$ cat src/rtl/sdram_port_arbiter.sv
// sdram_port_arbiter: shares one Avalon-MM SDRAM controller port between a video master (m0) and a logic master (m1).
// Define SDRAM_ARB_RR_EN for round-robin arbitration instead of fixed priority with a starvation guard.
module sdram_port_arbiter #(
  parameter int ADDR_W       = 25,
  parameter int DATA_W       = 16,
  parameter int MAX_PEND     = 4,
  parameter int STARVE_LIMIT = 8
) (
  input  logic                clk_clk,
  input  logic                reset_reset_n,
  input  logic [ADDR_W-1:0]   m0_address,
  input  logic                m0_read,
  input  logic                m0_write,
  input  logic [DATA_W-1:0]   m0_writedata,
  input  logic [DATA_W/8-1:0] m0_byteenable,
  output logic                m0_waitrequest,
  output logic [DATA_W-1:0]   m0_readdata,
  output logic                m0_readdatavalid,
  input  logic [ADDR_W-1:0]   m1_address,
  input  logic                m1_read,
  input  logic                m1_write,
  input  logic [DATA_W-1:0]   m1_writedata,
  input  logic [DATA_W/8-1:0] m1_byteenable,
  output logic                m1_waitrequest,
  output logic [DATA_W-1:0]   m1_readdata,
  output logic                m1_readdatavalid,
  output logic [ADDR_W-1:0]   s_address,
  output logic                s_read,
  output logic                s_write,
  output logic [DATA_W-1:0]   s_writedata,
  output logic [DATA_W/8-1:0] s_byteenable,
  input  logic                s_waitrequest,
  input  logic [DATA_W-1:0]   s_readdata,
  input  logic                s_readdatavalid,
  output logic                err_orphan,
  output logic                dbg_state
);
  localparam int BE_W  = DATA_W / 8;
  localparam int PTR_W = (MAX_PEND > 1) ? $clog2(MAX_PEND) : 1;
  localparam int CNT_W = PTR_W + 1;
  localparam logic [CNT_W-1:0] FULL = CNT_W'(MAX_PEND);

  typedef enum logic {IDLE = 1'b0, ISSUE = 1'b1} state_t;

  // Masters: command held until mN_waitrequest is seen low for one cycle.
  // Slave: command held on s_read/s_write until s_waitrequest is low.
  state_t            state_q;
  logic [ADDR_W-1:0] s_address_q;
  logic [DATA_W-1:0] s_writedata_q;
  logic [BE_W-1:0]   s_byteenable_q;
  logic              s_read_q, s_write_q, owner_q;
  logic              m0_wait_q, m1_wait_q, m0_rdv_q, m1_rdv_q, err_q;
  logic [DATA_W-1:0] m0_rdata_q, m1_rdata_q;
  logic              tag_q [MAX_PEND];
  logic [PTR_W-1:0]  wr_ptr_q, rd_ptr_q;
  logic [CNT_W-1:0]  count_q, count_d;
  logic              m0_rd, m0_wr, m1_rd, m1_wr, elig0, elig1, grant1, grant_any, push, pop;

`ifdef SDRAM_ARB_RR_EN
  logic last_q;
`else
  localparam int SW = $clog2(STARVE_LIMIT + 1);
  localparam logic [SW-1:0] SLIM = SW'(STARVE_LIMIT);
  logic [SW-1:0] starve_q;
  logic          m1_req;
`endif

  always_comb begin
    // A simultaneous read+write is treated as a read.
    m0_rd = m0_read;
    m0_wr = m0_write & ~m0_read;
    m1_rd = m1_read;
    m1_wr = m1_write & ~m1_read;
    elig0 = m0_rd ? (count_q != FULL) : m0_wr;
    elig1 = m1_rd ? (count_q != FULL) : m1_wr;
`ifdef SDRAM_ARB_RR_EN
    grant1 = elig1 & (~elig0 | ~last_q);
`else
    m1_req = m1_read | m1_write;
    grant1 = elig1 & (~elig0 | (starve_q == SLIM));
`endif
    grant_any = (state_q == IDLE) & (elig0 | elig1);
    push      = (state_q == ISSUE) & ~s_waitrequest & s_read_q;
    pop       = s_readdatavalid & (count_q != '0);
    case ({push, pop})
      2'b10:   count_d = count_q + 1'b1;
      2'b01:   count_d = count_q - 1'b1;
      default: count_d = count_q;
    endcase
  end

  always_ff @(posedge clk_clk or negedge reset_reset_n) begin
    if (!reset_reset_n) begin
      state_q        <= IDLE;
      s_address_q    <= '0;
      s_writedata_q  <= '0;
      s_byteenable_q <= '0;
      s_read_q       <= 1'b0;
      s_write_q      <= 1'b0;
      owner_q        <= 1'b0;
      m0_wait_q      <= 1'b1;
      m1_wait_q      <= 1'b1;
      m0_rdv_q       <= 1'b0;
      m1_rdv_q       <= 1'b0;
      m0_rdata_q     <= '0;
      m1_rdata_q     <= '0;
      err_q          <= 1'b0;
      wr_ptr_q       <= '0;
      rd_ptr_q       <= '0;
      count_q        <= '0;
      for (int i = 0; i < MAX_PEND; i++) tag_q[i] <= 1'b0;
`ifdef SDRAM_ARB_RR_EN
      last_q         <= 1'b1;
`else
      starve_q       <= '0;
`endif
    end else begin
      m0_wait_q <= 1'b1;
      m1_wait_q <= 1'b1;
      m0_rdv_q  <= 1'b0;
      m1_rdv_q  <= 1'b0;
      count_q   <= count_d;
      case (state_q)
        IDLE: if (grant_any) begin
          state_q <= ISSUE;
          owner_q <= grant1;
          if (grant1) begin
            s_address_q    <= m1_address;
            s_writedata_q  <= m1_writedata;
            s_byteenable_q <= m1_byteenable;
            s_read_q       <= m1_rd;
            s_write_q      <= m1_wr;
            m1_wait_q      <= 1'b0;
          end else begin
            s_address_q    <= m0_address;
            s_writedata_q  <= m0_writedata;
            s_byteenable_q <= m0_byteenable;
            s_read_q       <= m0_rd;
            s_write_q      <= m0_wr;
            m0_wait_q      <= 1'b0;
          end
        end
        ISSUE: if (!s_waitrequest) begin
          s_read_q  <= 1'b0;
          s_write_q <= 1'b0;
          state_q   <= IDLE;
        end
      endcase
      if (push) begin
        tag_q[wr_ptr_q] <= owner_q;
        wr_ptr_q        <= wr_ptr_q + 1'b1;
      end
      // Responses come back in issue order, so the oldest tag owns this beat.
      if (pop) begin
        rd_ptr_q <= rd_ptr_q + 1'b1;
        if (tag_q[rd_ptr_q]) begin
          m1_rdv_q   <= 1'b1;
          m1_rdata_q <= s_readdata;
        end else begin
          m0_rdv_q   <= 1'b1;
          m0_rdata_q <= s_readdata;
        end
      end
      if (s_readdatavalid && (count_q == '0)) err_q <= 1'b1;
`ifdef SDRAM_ARB_RR_EN
      if (grant_any) last_q <= grant1;
`else
      if (!m1_req) starve_q <= '0;
      else if (grant_any) begin
        if (grant1) starve_q <= '0;
        else if (starve_q != SLIM) starve_q <= starve_q + 1'b1;
      end
`endif
    end
  end

  assign s_address        = s_address_q;
  assign s_writedata      = s_writedata_q;
  assign s_byteenable     = s_byteenable_q;
  assign s_read           = s_read_q;
  assign s_write          = s_write_q;
  assign m0_waitrequest   = m0_wait_q;
  assign m1_waitrequest   = m1_wait_q;
  assign m0_readdata      = m0_rdata_q;
  assign m1_readdata      = m1_rdata_q;
  assign m0_readdatavalid = m0_rdv_q;
  assign m1_readdatavalid = m1_rdv_q;
  assign err_orphan       = err_q;
  assign dbg_state        = state_q;
endmodule

$ cat config.mk
export PLATFORM = sky130hd
export DESIGN_NAME = sdram_port_arbiter
export DESIGN_NICKNAME = d
export VERILOG_FILES = /design/src/rtl/sdram_port_arbiter.sv
export SDC_FILE = /design/constraint.sdc
export NUM_CORES = 1
export LEC_CHECK = 0
export ABC_AREA = 1
export ABC_CLOCK_PERIOD_IN_PS = 2100
export CAP_MARGIN = 10
export CORE_MARGIN = 2
export CORE_UTILIZATION = 45
export CTS_BUF_LIST = sky130_fd_sc_hd__clkbuf_4 sky130_fd_sc_hd__clkbuf_8
export DETAILED_ROUTE_END_ITERATION = 6
export GPL_TIMING_DRIVEN = 0
export MAX_ROUTING_LAYER = met4
export PLACE_DENSITY = 0.85
export SLEW_MARGIN = 40
export SYNTH_ARGS = -nofsm -noshare
export SYNTH_HDL_FRONTEND = slang
export SYNTH_SLANG_ARGS = --single-unit
$ cat constraint.sdc
create_clock -name clk_clk -period 2.1 [get_ports clk_clk]
set_clock_uncertainty 0.1 [all_clocks]
set_input_delay 0.21 -clock clk_clk [delete_from_list [all_inputs] [get_ports clk_clk]]
set_output_delay 0.21 -clock clk_clk [all_outputs]
set_load 0.1 [all_outputs]
; Word-level counts from Yosys, hierarchy flattened
; Index checks and enable logic that the tools add are counted.
[word_totals]
regBits = 99
output_inout_bits = 83
wordCells = 103
[op_classes]
addsub = 5
n_lt_le_gt_ge = 3
n_eq_ne = 9
mux = 36
n_bitwise = 18
n_reduce_logical = 10
[ops]
columns = cell, count
row1 = two-way mux 25 bit, 1
row2 = two-way mux 1 bit, 22
row3 = two-way mux 16 bit, 1
row4 = two-way mux 4 bit, 4
row5 = AND reduction 2 bit, 5
row6 = bitwise AND 1 bit, 7
row7 = ">= comparator 3 bit, second input constant", 2
row8 = "inequality test 2 bit, second input constant", 3
row9 = NOT 1 bit, 6
row10 = NOT 2 -> 3 bit, 2
row11 = one-hot mux 1 bit (2 select lines), 3
row12 = one-hot mux 3 bit (2 select lines), 1
row13 = "adder 2 x 1 -> 2 bit, second input constant", 2
row14 = "adder 4 x 1 -> 4 bit, second input constant", 1
row15 = bitwise mux 4 bit, 1
row16 = "equality test 4 bit, second input constant", 1
row17 = "inequality test 4 bit, second input constant", 1
row18 = "adder 3 x 1 -> 3 bit, second input constant", 1
row19 = logical NOT 3 bit, 1
row20 = "less-than comparator 3 x 1 -> 1 bit, second input constant", 1
row21 = "inequality test 3 x 2 -> 1 bit, second input constant", 1
row22 = "inequality test 3 bit, second input constant", 1
row23 = bitwise OR 1 bit, 3
row24 = nonzero test 3 bit, 1
row25 = 8 further kinds, 9

; Logic depth before layout (Yosys ltp)
; Gate-level depths: netlist of run 1.
[depth]
word_depth = 9
mapped_depth = 12
mapped_depth_nobuf = 10

; Worst setup path after synthesis of run 1
; Ideal clock, no wire load.
[synth_path]
kind = flip-flop to flip-flop
start = register state_q (netlist: dbg_state)
end = register count_q[1]
arrival_ns = 2.399
required_time_ns = 1.917
slack_ns = -0.482
path_stages_with_launch = 8
n_path_buf = 0
path_cell_list = dfrtp_1 > nand2_1 > nor2_1 > inv_1 > ha_1 > inv_1 > fa_1 > o21ai_0
[synth_between]
elab_chain_len = 4
word_cells_on_any_way = 6
[synth_lines]
columns = element, line
row1 = from (decl), 47  ; state_t state_q;
row2 = from (signal assigned), 94  ; state_q <= IDLE;
row3 = from (signal assigned), 125  ; state_q <= ISSUE;
row4 = from (signal assigned), 146  ; state_q <= IDLE;
row5 = bitwise AND 1 bit * (2 in series), 83  ; push = (state_q == ISSUE) & ~s_waitrequest & s_read_q;
row6 = equality test 2 x 1 -> 1 bit / equality test 2 bit (equally long branches), 85  ; case ({push, pop})
row7 = one-hot mux 3 bit (2 select lines) / nonzero test 2 bit (equally long branches), --
row8 = to (signal assigned), 122  ; count_q <= count_d;
row9 = to (decl), 56  ; logic [CNT_W-1:0] count_q, count_d;
; Every way passes the cells marked *; elsewhere a longest branch is shown, timed or not.
; A chain may end at the register's enable or synchronous reset.

; Worst setup path after layout of run 1
[layout_path]
start = register state_q (netlist: dbg_state)
end = register count_q[2]
; Same word-level chain as after synthesis.

==> results by group, run 1 <==
Yosys
  • Post-Synth Simple-Gate Area: 30.96%
  • Post-Synth Adder-Cell Area: 2.299%
  • Post-synth top area share: 51.87%
  • Count leader, synth: nand2_1
  • Post-Syn Area per Cell: 7.931 µm²
  • Ys Warns: 0
  • Post-Synthesis Cell Area: 0.004679 mm²
  • Top cells by area, synth: dfrtp_1 52%, nand2_1 23%, nand3_1 6.0%
  • Primary FF master, synth: dfrtp_1
  • Library cells used by synthesis: 24
  • Multiplexer share of the synthesized area: 0%
  • Post-Synth XOR/XNOR Area: 1.123%
  • Fraction of registers with async set/reset: 100.0%
  • Seq cells post-synth: 99
  • Synth area leader: dfrtp_1
  • Syn nets: 708
  • Synth top cells by count: 282 x nand2_1, 97 x dfrtp_1, 56 x nand3_1, 43 x o21ai_0, 40 x inv_1
  • Largest family of logic cells by synthesized area: simple AND/OR/NAND/NOR gates
  • Seq/Total Area, Yosys: 52.99%
  • Synth Area in Compound Gates: 5.561%
  • Post-synth EDFFs: 0
  • Cells after Synth: between 500 and 600

Global routing
  • Gr usage total: 25.37%
  • Number of global-route vias before repair: 4635
  • Initial antenna violation count: 0
  • Largest net degree at the start of global routing: 74
  • Grt total ovfl: 0
  • Global-route wire length before repair: about 22 mm

Route
  • Wire length on met2: 6.440 mm
  • WL met1: approximately 5.7 mm
  • Drc violations: 0
  • Wire per inst: approximately 14 µm
  • Via/cell ratio: 4.946
  • Routed wire length: 13.55 mm
  • Top Metal Used: met4
  • Initial DRC count: 321
  • Vias: 4629
  • Wire length on met3: 1.193 mm
  • First drt pass iteration count: 5
  • Post-route ant nets: 0

Finish
  • Proportion of layout cells with a drive suffix above 1: between 10% and 20%
  • Nets: 913
  • Design area: 0.006618 mm²
  • Area delta synth->final: 41.42%
  • Number of diodes: 0

Setup path
  • CP endpoint kind: flip-flop
  • Critical path arrival: 2120 ps
  • Reg2reg end: count_q[2]
  • Crit path max fanout: 8
  • Crit Path Class: reg -> reg
  • Reg2reg start: dbg_state
  • Req. time, crit path: 2250 ps
  • Critical path launch point type: flip-flop
  • R2R Setup Slk: 130 ps
  • CP endpoint: count_q[2]
  • Worst Setup SP: dbg_state
  • Path depth of the worst reg2reg path: 9

Place
  • Number of port buffers: 192
  • Placed wire-length estimate: 10.33 mm
  • Placed cell area: 0.006399 mm²
  • Final RePlAce weighted congestion: 0.9258

Clock tree
  • H-tree Lvls: 3
  • Post-CTS Setup Bufs: 0
  • CTS sink cnt: 99
  • Bufs on Longest Clock Path: 2
  • Clk Latency, worst-skew pair: around 370 ps
  • CTS Buf Count: 9
  • Root Buffer: clkbuf_8
  • Clock-pin slew on the worst setup and hold paths: 100 ps
  • CTS tree: yes

Min path
  • Hold Path Class: in -> async

STA
  • Crit path time final: 1970 ps
  • Relative slew slack: 64.85%
  • Fmax: about 510 MHz
  • Unrepaired setup endpoints after global routing: false
  • Worst-Margin Slew: 531.0 ps
  • Max Slew Vio Count: 0
  • Endpoints failing hold: 0
  • Final setup violation count: 0
  • Tcrit/Tclk final: a little over nine tenths

Run
  • Max-Cap Viols: 0

Die
  • Initial core utilization: between 40 and 50%
  • Die X: 106.0 µm
  • Site Rows: 37
  • Die area: 0.01123 mm²
  • Die Y: ~110 µm
  • IO Pins: 193
  • Core footprint: approximately 0.010 mm²

Status
  • Status: finished clean
## area by class of cell
type                    instances  area, µm²
clock inverters                 7      82.58
clock buffers                   9      123.9
fillers                       838       3613
multi-input cells             421       1874
plain buffers                  29      176.4
well taps                     136      170.2
flip-flops and latches         99       2487
inverters                      41      153.9
repair buffers                194       1549
## cell usage in the layout (no fill, tap or decap), types with 2 or more instances in the layout
cell,netlist,layout
nand2_2,4,5
nand4_1,3,3
clkdlybuf4s50_1,0,108
inv_6,0,2
buf_4,6,6
clkbuf_8,0,9
buf_2,18,101
nand2_1,282,281
xnor2_1,3,3
dfrtp_1,97,95
dfstp_2,2,2
buf_6,3,3
a21oi_1,4,4
clkbuf_1,2,2
clkinvlp_4,0,2
inv_1,40,40
o21ai_0,43,43
nor2_2,1,2
ha_1,7,7
dfrtp_4,0,2
nand3_1,56,56
xor2_1,3,3
nor2_1,10,9
## registers in the layout, summed over array words and instances (netlist names), 2 cells and up
register,cells
rd_ptr_q,2
count_q,3
m1_readdata,16
s_address,25
s_writedata,16
starve_q,4
tag_q,4
wr_ptr_q,2
s_byteenable,2
m0_readdata,16
## worst max-delay path: stages, from the launching register on
cell and delay [ps]:
dfrtp_4 520, nand2_2 110, nor2_2 80, inv_1 60, ha_1 130, inv_1 60, fa_1 380, a21oi_1 140
o21ai_0 110, xor2_1 150
## how the worst min path moves through the flow
stage                        startpoint              end  slack (ps)
final                     reset_reset_n   s_writedata[0]         180
after global routing      reset_reset_n  s_writedata[13]         190
after CTS                 reset_reset_n   s_writedata[3]         170
after detailed placement  reset_reset_n   s_writedata[3]         -30
after global placement       err_orphan       err_orphan         350
after floorplan           reset_reset_n       count_q[0]        -190
## kinds of logic (layout without fill, tap and decap cells)
| family | count (synthesis) | count (layout) |
|---|---|---|
| and+or+nand+nor | 358 | 358 |
| DFF | 99 | 99 |
| buffers and inverters | 70 | 280 |
| AOI/OAI and AO/OA | 49 | 49 |
| adders and majority gates | 8 | 8 |
| xor gates and xnor gates | 6 | 6 |
## metrics by stage
| stage | setup slack (ps) | std cells | TNS, ps | hold WS (ps) | util (%) |
|---|---|---|---|---|---|
| after floorplan | 33.85 | 590 | 0 | -185.6 | - |
| after CTS | 66.25 | 936 | 0 | 171.3 | 64.66 |
| after global placement | -3486 | 918 | -278720 | 353.0 | 66.28 |
| after global routing | 5.418 | 936 | 0 | 186.1 | 64.68 |
| after detailed placement | -121.3 | 919 | -240.4 | -31.87 | 62.54 |
| final | 130.2 | 936 | 0 | 182.8 | 64.68 |
## routing by layer
metal	up-vias	track usage, %
li1	2245	-
met3	21	6.990
met5	-	-
met4	0	7.049
met2	199	41.06
met1	2164	31.60
## timing repair
item                                    4_1_cts  5_1_grt
hold endpoints to repair                     98        0
hold buffers                                  1        0
endpoints found under the setup margin        0        1
gates resized for setup                       0        1
Power of run 1 is not shown: default switching activity piles up to over one toggle a cycle in this logic, so the estimate is an artifact.
==> run 2, diff against run 1 <==
Settings changed: GPL_TIMING_DRIVEN 0 to 1.
==> results by group, run 2 (same netlist as run 1, synthesis figures left out) <==
STA
  • Final setup violation count: 0
  • Tcrit/Tclk final: 89.93%
  • Relative slew slack: 58.17%
  • Endpoints failing hold: 0
  • Unrepaired setup endpoints after global routing: false
  • Crit path time final: 1889 ps
  • Setup TNS: 0 ps
  • Worst-Margin Slew: ~630 ps
  • Worst Setup Slack, final: 211.4 ps
  • Max Slew Vio Count: 0
  • Fmax: 529.5 MHz

Setup path
  • Critical path arrival: approximately 2100 ps
  • Req. time, crit path: 2280 ps
  • Reg2reg start: count_q[1]
  • R2R Setup Slk: 210 ps
  • CP endpoint kind: flip-flop
  • Path depth of the worst reg2reg path: 8
  • Crit Path Class: reg -> reg
  • Reg2reg end: count_q[1]
  • Critical path launch point type: flip-flop
  • Crit path max fanout: 3

Clock tree
  • Bufs on Longest Clock Path: 2
  • Root Buffer: clkbuf_8
  • H-tree Lvls: 3
  • CTS Buf Count: 9
  • CTS tree: yes
  • Clk Latency, worst-skew pair: 360 ps
  • Clock-pin slew on the worst setup and hold paths: 90 ps
  • CTS sink cnt: 99

Die
  • Core footprint: 0.01023 mm²
  • Site Rows: 37
  • Die X: 106.0 µm
  • Initial core utilization: 45.74%
  • IO Pins: 193
  • Die area: around 0.011 mm²
  • Die Y: approximately 110 µm

Finish
  • Filler Cell Count: between 800 and 900
  • Area delta synth->final: 45.75%
  • Final design utilization: 66.66%
  • Most common cell after layout, fill and taps aside: nand2_1
  • Nets: 901
  • Most frequent cells in the layout: 281 x nand2_1, 108 x clkdlybuf4s50_1, 97 x buf_4
  • Number of diodes: 0
  • Non-filler cells in the finished layout: 924
  • Largest register FFs: 25
  • Proportion of layout cells with a drive suffix above 1: 17.13%

Global routing
  • Number of global-route vias before repair: 4417
  • Largest net degree at the start of global routing: 50
  • Gr usage total: 24.34%
  • Global-route wire length before repair: approximately 21 mm
  • Grt total ovfl: 0
  • Initial antenna violation count: 0

Route
  • Drc violations: 0
  • First drt pass iteration count: 5
  • Initial DRC count: ~420
  • Vias: about 4500
  • Routed wire length: 12.94 mm
  • Post-route ant nets: 0
  • Wire per inst: 14.00 µm
  • Via/cell ratio: 4.827

Place
  • Placed wire-length estimate: 9.717 mm
  • Final RePlAce weighted congestion: 0.8785
  • DP Cell Count: 906
  • Number of port buffers: 192
  • Pre-CTS setup slack: -67.55 ps

Run
  • Max-Cap Viols: 0

Status
  • Status: finished clean

Min path
  • Hold Path Class: in -> async
[run 2: metrics by stage]
| step | cell area [µm²] | hold WS [ps] |
|---|---|---|
| after CTS | 6804 | 289.9 |
| after global placement | 6585 | 169.0 |
| after global routing | 6820 | 307.2 |
| after floorplan | 4690 | -185.6 |
| after detailed placement | 6585 | 176.0 |
| final | 6820 | 315.0 |
[run 2: worst max path at each step]
| stage | from | endpoint |
|---|---|---|
| final | count_q[1] | count_q[1] |
| after global routing | count_q[0] | count_q[2] |
| after CTS | dbg_state | count_q[2] |
| after detailed placement | s_waitrequest | count_q[2] |
| after global placement | s_waitrequest | count_q[2] |
| after floorplan | dbg_state | count_q[2] |
[run 2: layer usage]
layer | global-route usage (%) | vias to the layer above | wire length (µm)
li1 | - | 2215 | -
met1 | 30.39 | 2028 | 5452
met2 | 39.40 | 198 | 6110
met3 | 7.296 | 19 | 1150
met4 | 5.733 | 0 | 226
met5 | - | - | 0
[run 2: final cells by class]
class | count | area, µm² | share of cell area [%]
flip-flops and latches | 99 | 2487 | 36.47
repair buffers | 211 | 1919 | 28.14
multi-input cells | 421 | 1881 | 27.57
well taps | 136 | 170.2 | 2.495
inverters | 41 | 153.9 | 2.256
clock buffers | 10 | 137.6 | 2.018
clock inverters | 6 | 71.32 | 1.046
[run 2: what timing repair did]
action,CTS,global route
hold endpoints to repair,44,0
setup endpoints to repair,0,1
hold buffers,1,0
gates resized for setup,0,4
buffers inserted,0,1
[run 2: critical path: stages (launching register included)]
cell and delay, ps:
dfrtp_1 420, nor2_2 190, nand2_1 70, nand2_1 100, inv_1 70, ha_1 170
inv_1 90, fa_2 440, o21ai_0 160
Power of run 2 is left out for the same reason.
